[config.mk]
export PLATFORM = sky130hd
export DESIGN_NAME = home_service_scheduler_flat
export DESIGN_NICKNAME = d
export VERILOG_FILES = /design/src/rtl/home_service_scheduler_pkg.sv /design/src/rtl/home_service_scheduler_if.sv /design/src/rtl/home_service_scheduler_picker.sv /design/src/rtl/home_service_scheduler.sv /design/src/flat_wrapper.sv
export SDC_FILE = /design/constraint.sdc
export NUM_CORES = 1
export LEC_CHECK = 0
export CORE_AREA = 4 4 63 108
export DETAILED_ROUTE_END_ITERATION = 12
export DIE_AREA = 0 0 67 112
export PLACE_DENSITY = 0.59
export RECOVER_POWER = 25
export SLEW_MARGIN = 30
export SYNTH_ARGS = -nofsm -noshare
export SYNTH_HDL_FRONTEND = slang
export SYNTH_HIERARCHICAL = 1
export SYNTH_SLANG_ARGS = --single-unit
[constraint.sdc]
create_clock -name clk_i -period 11.4 [get_ports clk_i]
set_input_delay 2.28 -clock clk_i [delete_from_list [all_inputs] [get_ports clk_i]]
set_output_delay 2.28 -clock clk_i [all_outputs]
set_load 0.01 [all_outputs]
[src/rtl/home_service_scheduler_pkg.sv]
// Shared constants and types for the home service scheduler: channel
// indices, status display codes, FSM state encoding and small decode helpers.
package home_ctrl_pkg;

    localparam int NUM_CH = 5;

    // Channel indices, same bit order as the request vector
    localparam logic [2:0] CH_FRONT  = 3'd4;
    localparam logic [2:0] CH_REAR   = 3'd3;
    localparam logic [2:0] CH_FIRE   = 3'd2;
    localparam logic [2:0] CH_WINDOW = 3'd1;
    localparam logic [2:0] CH_TEMP   = 3'd0;

    // Status display codes
    localparam logic [2:0] DISP_IDLE    = 3'd0;
    localparam logic [2:0] DISP_FRONT   = 3'd1;
    localparam logic [2:0] DISP_REAR    = 3'd2;
    localparam logic [2:0] DISP_FIRE    = 3'd3;
    localparam logic [2:0] DISP_WINDOW  = 3'd4;
    localparam logic [2:0] DISP_TEMP    = 3'd5;
    localparam logic [2:0] DISP_TIMEOUT = 3'd7;

    typedef enum logic [1:0] {
        S_IDLE    = 2'd0,
        S_SERVE   = 2'd1,
        S_RELEASE = 2'd2
    } state_e;

    // One-hot grant vector for a channel index
    function automatic logic [4:0] onehot5(input logic [2:0] idx);
        return 5'b00001 << idx;
    endfunction

    // Display code for a one-hot grant; zero or malformed grants show idle
    function automatic logic [2:0] disp_code(input logic [4:0] grant);
        logic [2:0] code;
        case (grant)
            5'b10000: code = DISP_FRONT;
            5'b01000: code = DISP_REAR;
            5'b00100: code = DISP_FIRE;
            5'b00010: code = DISP_WINDOW;
            5'b00001: code = DISP_TEMP;
            default:  code = DISP_IDLE;
        endcase
        return code;
    endfunction

endpackage

[src/rtl/home_service_scheduler_if.sv]
// Request/grant bundle between the sensor/actuator side (master) and the
// scheduler (slave).
interface home_service_scheduler_if;
    logic [4:0] req;
    logic       done;
    logic [4:0] grant;
    logic       busy;
    logic [4:0] pending;
    logic       timeout_err;
    logic [2:0] display;

    modport master (
        output req, done,
        input  grant, busy, pending, timeout_err, display
    );

    modport slave (
        input  req, done,
        output grant, busy, pending, timeout_err, display
    );
endinterface

[src/rtl/home_service_scheduler_picker.sv]
// Combinational round-robin picker: searches downward from last-1, wrapping
// 0 -> 4, ending at last; a pending fire alarm can override the rotation.
module home_rr_picker
    import home_ctrl_pkg::*;
(
    input  logic [4:0] pending_i,
    input  logic [2:0] last_i,
    input  logic       prio_fire_i,
    output logic [2:0] pick_o,
    output logic       valid_o
);

    logic [7:0] pend_ext_s;
    logic [3:0] idx_s;
    logic [2:0] rr_pick_s;

    assign pend_ext_s = {3'b000, pending_i};

    // Walk the search order backwards so the earliest position overwrites last
    always_comb begin
        rr_pick_s = CH_TEMP;
        idx_s     = 4'd0;
        for (int k = NUM_CH; k >= 1; k--) begin
            idx_s = 4'(last_i) + 4'd5 - 4'(k);
            idx_s = (idx_s >= 4'd5) ? (idx_s - 4'd5) : idx_s;
            rr_pick_s = pend_ext_s[idx_s[2:0]] ? idx_s[2:0] : rr_pick_s;
        end
    end

    // Fire-alarm priority override and valid flag
    always_comb begin
        valid_o = |pending_i;
        if (prio_fire_i && pending_i[CH_FIRE]) begin
            pick_o = CH_FIRE;
        end else begin
            pick_o = rr_pick_s;
        end
    end

endmodule

[src/rtl/home_service_scheduler.sv]
// Time-sharing scheduler for the shared actuator slot: latches sensor
// requests, grants one channel at a time with a minimum dwell and a
// completion timeout, and drives the status display.
module home_service_scheduler
    import home_ctrl_pkg::*;
#(
    parameter int DWELL     = 4,
    parameter int TIMEOUT   = 16,
    parameter bit PRIO_FIRE = 1'b1
) (
    input  logic                      clk_i,
    input  logic                      rst_i,
    home_service_scheduler_if.slave   bus
);

    localparam int CW = $clog2(TIMEOUT) + 1;

    localparam logic [1:0] ST_IDLE    = 2'(S_IDLE);
    localparam logic [1:0] ST_SERVE   = 2'(S_SERVE);
    localparam logic [1:0] ST_RELEASE = 2'(S_RELEASE);

    logic [1:0]    state_q, state_d;
    logic [4:0]    grant_q, grant_d;
    logic [4:0]    pending_q, pending_d;
    logic [2:0]    last_q, last_d;
    logic [CW-1:0] cnt_q, cnt_d;
    logic          tout_q, tout_d;

    logic [4:0]    clr_s;
    logic [2:0]    pick_s;
    logic          pick_valid_s;
    logic          done_ok_s;
    logic          tmo_s;

    home_rr_picker u_picker (
        .pending_i   (pending_q),
        .last_i      (last_q),
        .prio_fire_i (PRIO_FIRE),
        .pick_o      (pick_s),
        .valid_o     (pick_valid_s)
    );

    // done only counts once the minimum dwell has elapsed
    assign done_ok_s = bus.done && (cnt_q >= CW'(DWELL - 1));
    assign tmo_s     = (cnt_q == CW'(TIMEOUT - 1));

    // Next-state logic for the FSM, grant, counter and pending latch
    always_comb begin
        state_d = state_q;
        grant_d = grant_q;
        last_d  = last_q;
        cnt_d   = cnt_q;
        tout_d  = 1'b0;
        clr_s   = 5'b00000;
        case (state_q)
            ST_IDLE: begin
                if (pick_valid_s) begin
                    grant_d = onehot5(pick_s);
                    cnt_d   = '0;
                    last_d  = pick_s;
                    state_d = ST_SERVE;
                end else begin
                    grant_d = 5'b00000;
                end
            end
            ST_SERVE: begin
                cnt_d = cnt_q + CW'(1);
                if (done_ok_s) begin
                    clr_s   = grant_q;
                    grant_d = 5'b00000;
                    state_d = ST_RELEASE;
                end else if (tmo_s) begin
                    clr_s   = grant_q;
                    grant_d = 5'b00000;
                    tout_d  = 1'b1;
                    state_d = ST_RELEASE;
                end else begin
                    state_d = ST_SERVE;
                end
            end
            ST_RELEASE: begin
                grant_d = 5'b00000;
                state_d = ST_IDLE;
            end
            default: begin
                grant_d = 5'b00000;
                state_d = ST_IDLE;
            end
        endcase
        pending_d = (pending_q & ~clr_s) | bus.req;
    end

    // State registers with asynchronous reset
    always_ff @(posedge clk_i or posedge rst_i) begin
        if (rst_i) begin
            state_q   <= ST_IDLE;
            grant_q   <= 5'b00000;
            pending_q <= 5'b00000;
            last_q    <= 3'd0;
            cnt_q     <= '0;
            tout_q    <= 1'b0;
        end else begin
            state_q   <= state_d;
            grant_q   <= grant_d;
            pending_q <= pending_d;
            last_q    <= last_d;
            cnt_q     <= cnt_d;
            tout_q    <= tout_d;
        end
    end

    // Outputs come only from registered state
    assign bus.grant       = grant_q;
    assign bus.busy        = (state_q == ST_SERVE);
    assign bus.pending     = pending_q;
    assign bus.timeout_err = tout_q;
    assign bus.display     = tout_q ? DISP_TIMEOUT : disp_code(grant_q);

endmodule

[src/flat_wrapper.sv]
// flat-port wrapper written by rule: the top's interface ports become plain ports
module home_service_scheduler_flat import home_ctrl_pkg::*;
#(
    parameter int DWELL     = 4,
    parameter int TIMEOUT   = 16,
    parameter bit PRIO_FIRE = 1'b1
)
  (clk_i, rst_i, bus_req, bus_done, bus_grant, bus_busy, bus_pending, bus_timeout_err, bus_display);
  home_service_scheduler_if bus_i ();
  input  logic clk_i;
  input  logic rst_i;
  input wire logic [$bits(bus_i.req)-1:0] bus_req;
  input wire logic [$bits(bus_i.done)-1:0] bus_done;
  output wire logic [$bits(bus_i.grant)-1:0] bus_grant;
  output wire logic [$bits(bus_i.busy)-1:0] bus_busy;
  output wire logic [$bits(bus_i.pending)-1:0] bus_pending;
  output wire logic [$bits(bus_i.timeout_err)-1:0] bus_timeout_err;
  output wire logic [$bits(bus_i.display)-1:0] bus_display;
  assign bus_i.req = bus_req;
  assign bus_i.done = bus_done;
  assign bus_grant = bus_i.grant;
  assign bus_busy = bus_i.busy;
  assign bus_pending = bus_i.pending;
  assign bus_timeout_err = bus_i.timeout_err;
  assign bus_display = bus_i.display;
  home_service_scheduler #(.DWELL(DWELL), .TIMEOUT(TIMEOUT), .PRIO_FIRE(PRIO_FIRE)) u_core (.clk_i(clk_i), .rst_i(rst_i), .bus(bus_i));
endmodule
==> results.toml <==
[timing]
finalCritPeriodShare_pct = 42.5
clock_skew_ns = 0.00112
slew_violations = 0
layout_min_cycle_time_ns = 4.84
setup_viol = 0
slew_headroom_pct = 38.4
fmax_mhz = 207
fin_tns_setup_ns = 0
rsz0062_at_grt = "no"
tightest_slew_ns = 0.925
hold_violations = 0

[finish]
layout-drive-gt1-share_pct = 5.02
layout_commonest_cell = "nand2_1"
nNetsFinal = 317
multiInputGateArea_um2 = 1630
fillCellCount = 632
diodes = 0
seqCellArea_um2 = 527
area_delta_synth_final_pct = 11.1
mostFrequentLayoutCells = "31 x nand2_1, 20 x clkdlybuf4s50_1, 20 x dfrtp_1"

[worst_setup_path]
start_kind = "flop"
end_kind = "flop"
required_ns = 11.57
r2r_slack_ns = 6.56
cp.arrival_ns = 5.01
worst-setup-path-type = "flop to flop"
cp_max_fo = 29

[clock_network]
cts_resized = 0
holdBufCountCts = 0
clk_latency_ns = 0.25
tritoncts = "done"
post-cts-setup-buffer-count = 0
cts_buffers = 3
h-tree-depth = 1
clkTransAtPathRegs_ns = 0.07
root_buffer = "clkbuf_8"
clockBufferDepth = 2
cts.sinks = 21

[global_routing]
grt_use_total_pct = 18.4
grt-ovfl-total = 0
grt_pass1_vias = 2274
antenna_found_initial = 0
grt_max_degree = 30
grt_pass1_wl_um = 11100

[run]
cap_viol_max_count = 0

[hold_path]
hp-class = "flop to flop"

[routing]
routedWlPerCell_um = 17.4
routed_wl_um = 6560
vias_per_cell = 5.92
dr.pass1.iters = 4
drcViolationCount = 0
first_iter_violations = 140
ant_nets = 0
via_count = 2231

[floorplan]
initial_utilization_pct = 39.2
ios = 23
core-area_um2 = 5880
rows = 37
die_w_um = 67
die_y_um = 112
die_area_um2 = 7500

[synthesis]
synthArstFlopShare_pct = 100
syn_inst = 291
netlist_area_um2 = 2310
syn-mean-instance-area_um2 = 7.93
yosysSeqAreaShare_pct = 22.8
synth-edff-count = 0
ys_types = 64
synthesis.nets = 308
ys_warn_count = 6
ys.flop_type = "dfrtp_1"
ys_ff_latch = 21

[placed_design]
place_congestion = 0.821
hpwl_um = 4990
port_buffers = 22

[run_status]
outcome = "complete, no violations"
[area by class of cell]
class	count	area share, %
inverter	12	1.81
clock buffer	4	1.76
multi-input combinational	240	63.5
timing repair buffer	22	8.59
tap	78	3.81
sequential	21	20.5
[registers in the layout, indices dropped and copies added (netlist names)]
| name | cells |
|---|---|
| u_core/bus.timeout_err | 1 |
| u_core/cnt_q | 5 |
| u_core/state_q | 2 |
| u_core/bus.pending | 5 |
| u_core/last_q | 3 |
| u_core/bus.grant | 5 |
[worst paths after layout]
| path | end | cells past startpoint | startpoint |
|---|---|---|---|
| min | u_core/cnt_q[3] | 1 | u_core/cnt_q[3] |
| min in group asynchronous | u_core/cnt_q[4] | 2 | rst_i |
| max | u_core/bus.grant[1] | 13 | u_core/last_q[0] |
| max reg2reg | u_core/bus.grant[1] | 13 | u_core/last_q[0] |
| min reg2reg | u_core/cnt_q[3] | 1 | u_core/cnt_q[3] |
| max in group asynchronous | u_core/last_q[0] | 2 | rst_i |
[through the flow]
step / util [%] / area, um2 / std cells / hold WS [ns] / setup slack [ns]
final: 43.6 / 2560 / 377 / 0.525 / 6.56
after global routing: 43.6 / 2560 / 377 / 0.566 / 6.15
after CTS: 43.6 / 2570 / 377 / 0.528 / 6.32
after detailed placement: 42.9 / 2520 / 373 / 0.518 / 6.33
after global placement: 42.9 / 2520 / 373 / 0.510 / 6.44
after floorplan: - / 2310 / 291 / 0.479 / 7.55
[cell usage after synthesis, types with 2 or more instances]
library cell	instances	area, um2
nand3b_1	7	52.6
mux2_1	2	22.5
nand4b_1	2	17.5
a21oi_1	13	65.1
xor2_1	5	43.8
clkbuf_1	3	11.3
buf_2	11	55.1
a211oi_1	3	22.5
nor4_1	2	12.5
nor2b_1	6	37.5
a21o_1	5	37.5
a211o_1	3	26.3
ha_1	9	113
nand2b_1	13	81.3
o211ai_1	4	30.0
o311ai_1	2	17.5
a31oi_1	2	12.5
nand3_1	14	70.1
and2_1	3	18.8
or2_2	2	12.5
o31ai_1	3	22.5
buf_6	3	33.8
nor2_1	18	67.6
dfrtp_1	21	526
xnor2_1	8	70.1
o22ai_1	2	12.5
nand4_1	6	37.5
and4_1	4	35.0
o32a_1	6	60.1
nand2_1	31	116
mux2i_1	10	100
o21ai_0	13	65.1
nor3_1	12	60.1
or3b_1	3	26.3
a32o_1	2	20.0
inv_1	10	37.5
[logic make-up (layout without fill, tap and decap cells)]
family / count (synthesis) / after routing / synth area share, %
other cells: 1 / 1 / 0.163
flops: 21 / 21 / 22.8
xor+xnor: 13 / 13 / 4.93
buf+inv: 30 / 38 / 6.51
mux: 13 / 13 / 6.29
fa+ha+maj: 9 / 9 / 4.88
compound gates: 73 / 73 / 23.2
simple gates: 131 / 131 / 31.2
[worst max-delay path, cell delays in order (launching register included)]
cell and delay (ns):
dfrtp_2 0.72, ha_1 0.81, xnor2_1 0.25, inv_1 0.10
ha_1 0.30, a21oi_1 0.41, mux4_2 0.41, or3_1 0.42
and4_1 0.22, o311ai_1 0.24, a31oi_1 0.19, nor4b_2 0.43
nand2_1 0.09, o22ai_1 0.15
[metal layers]
layer  global-route usage, %  share of wire [%]  vias up
met2                    33.8                 57       51
met5                       0                  0        -
met4                    7.86                2.4        0
met1                    20.8                 38     1085
met3                    1.11                2.5       11
li1                        -                  -     1084
Power is left out: the tool's default activity adds up to more than one toggle a clock period on the data nets, which glitch-free logic cannot reach.
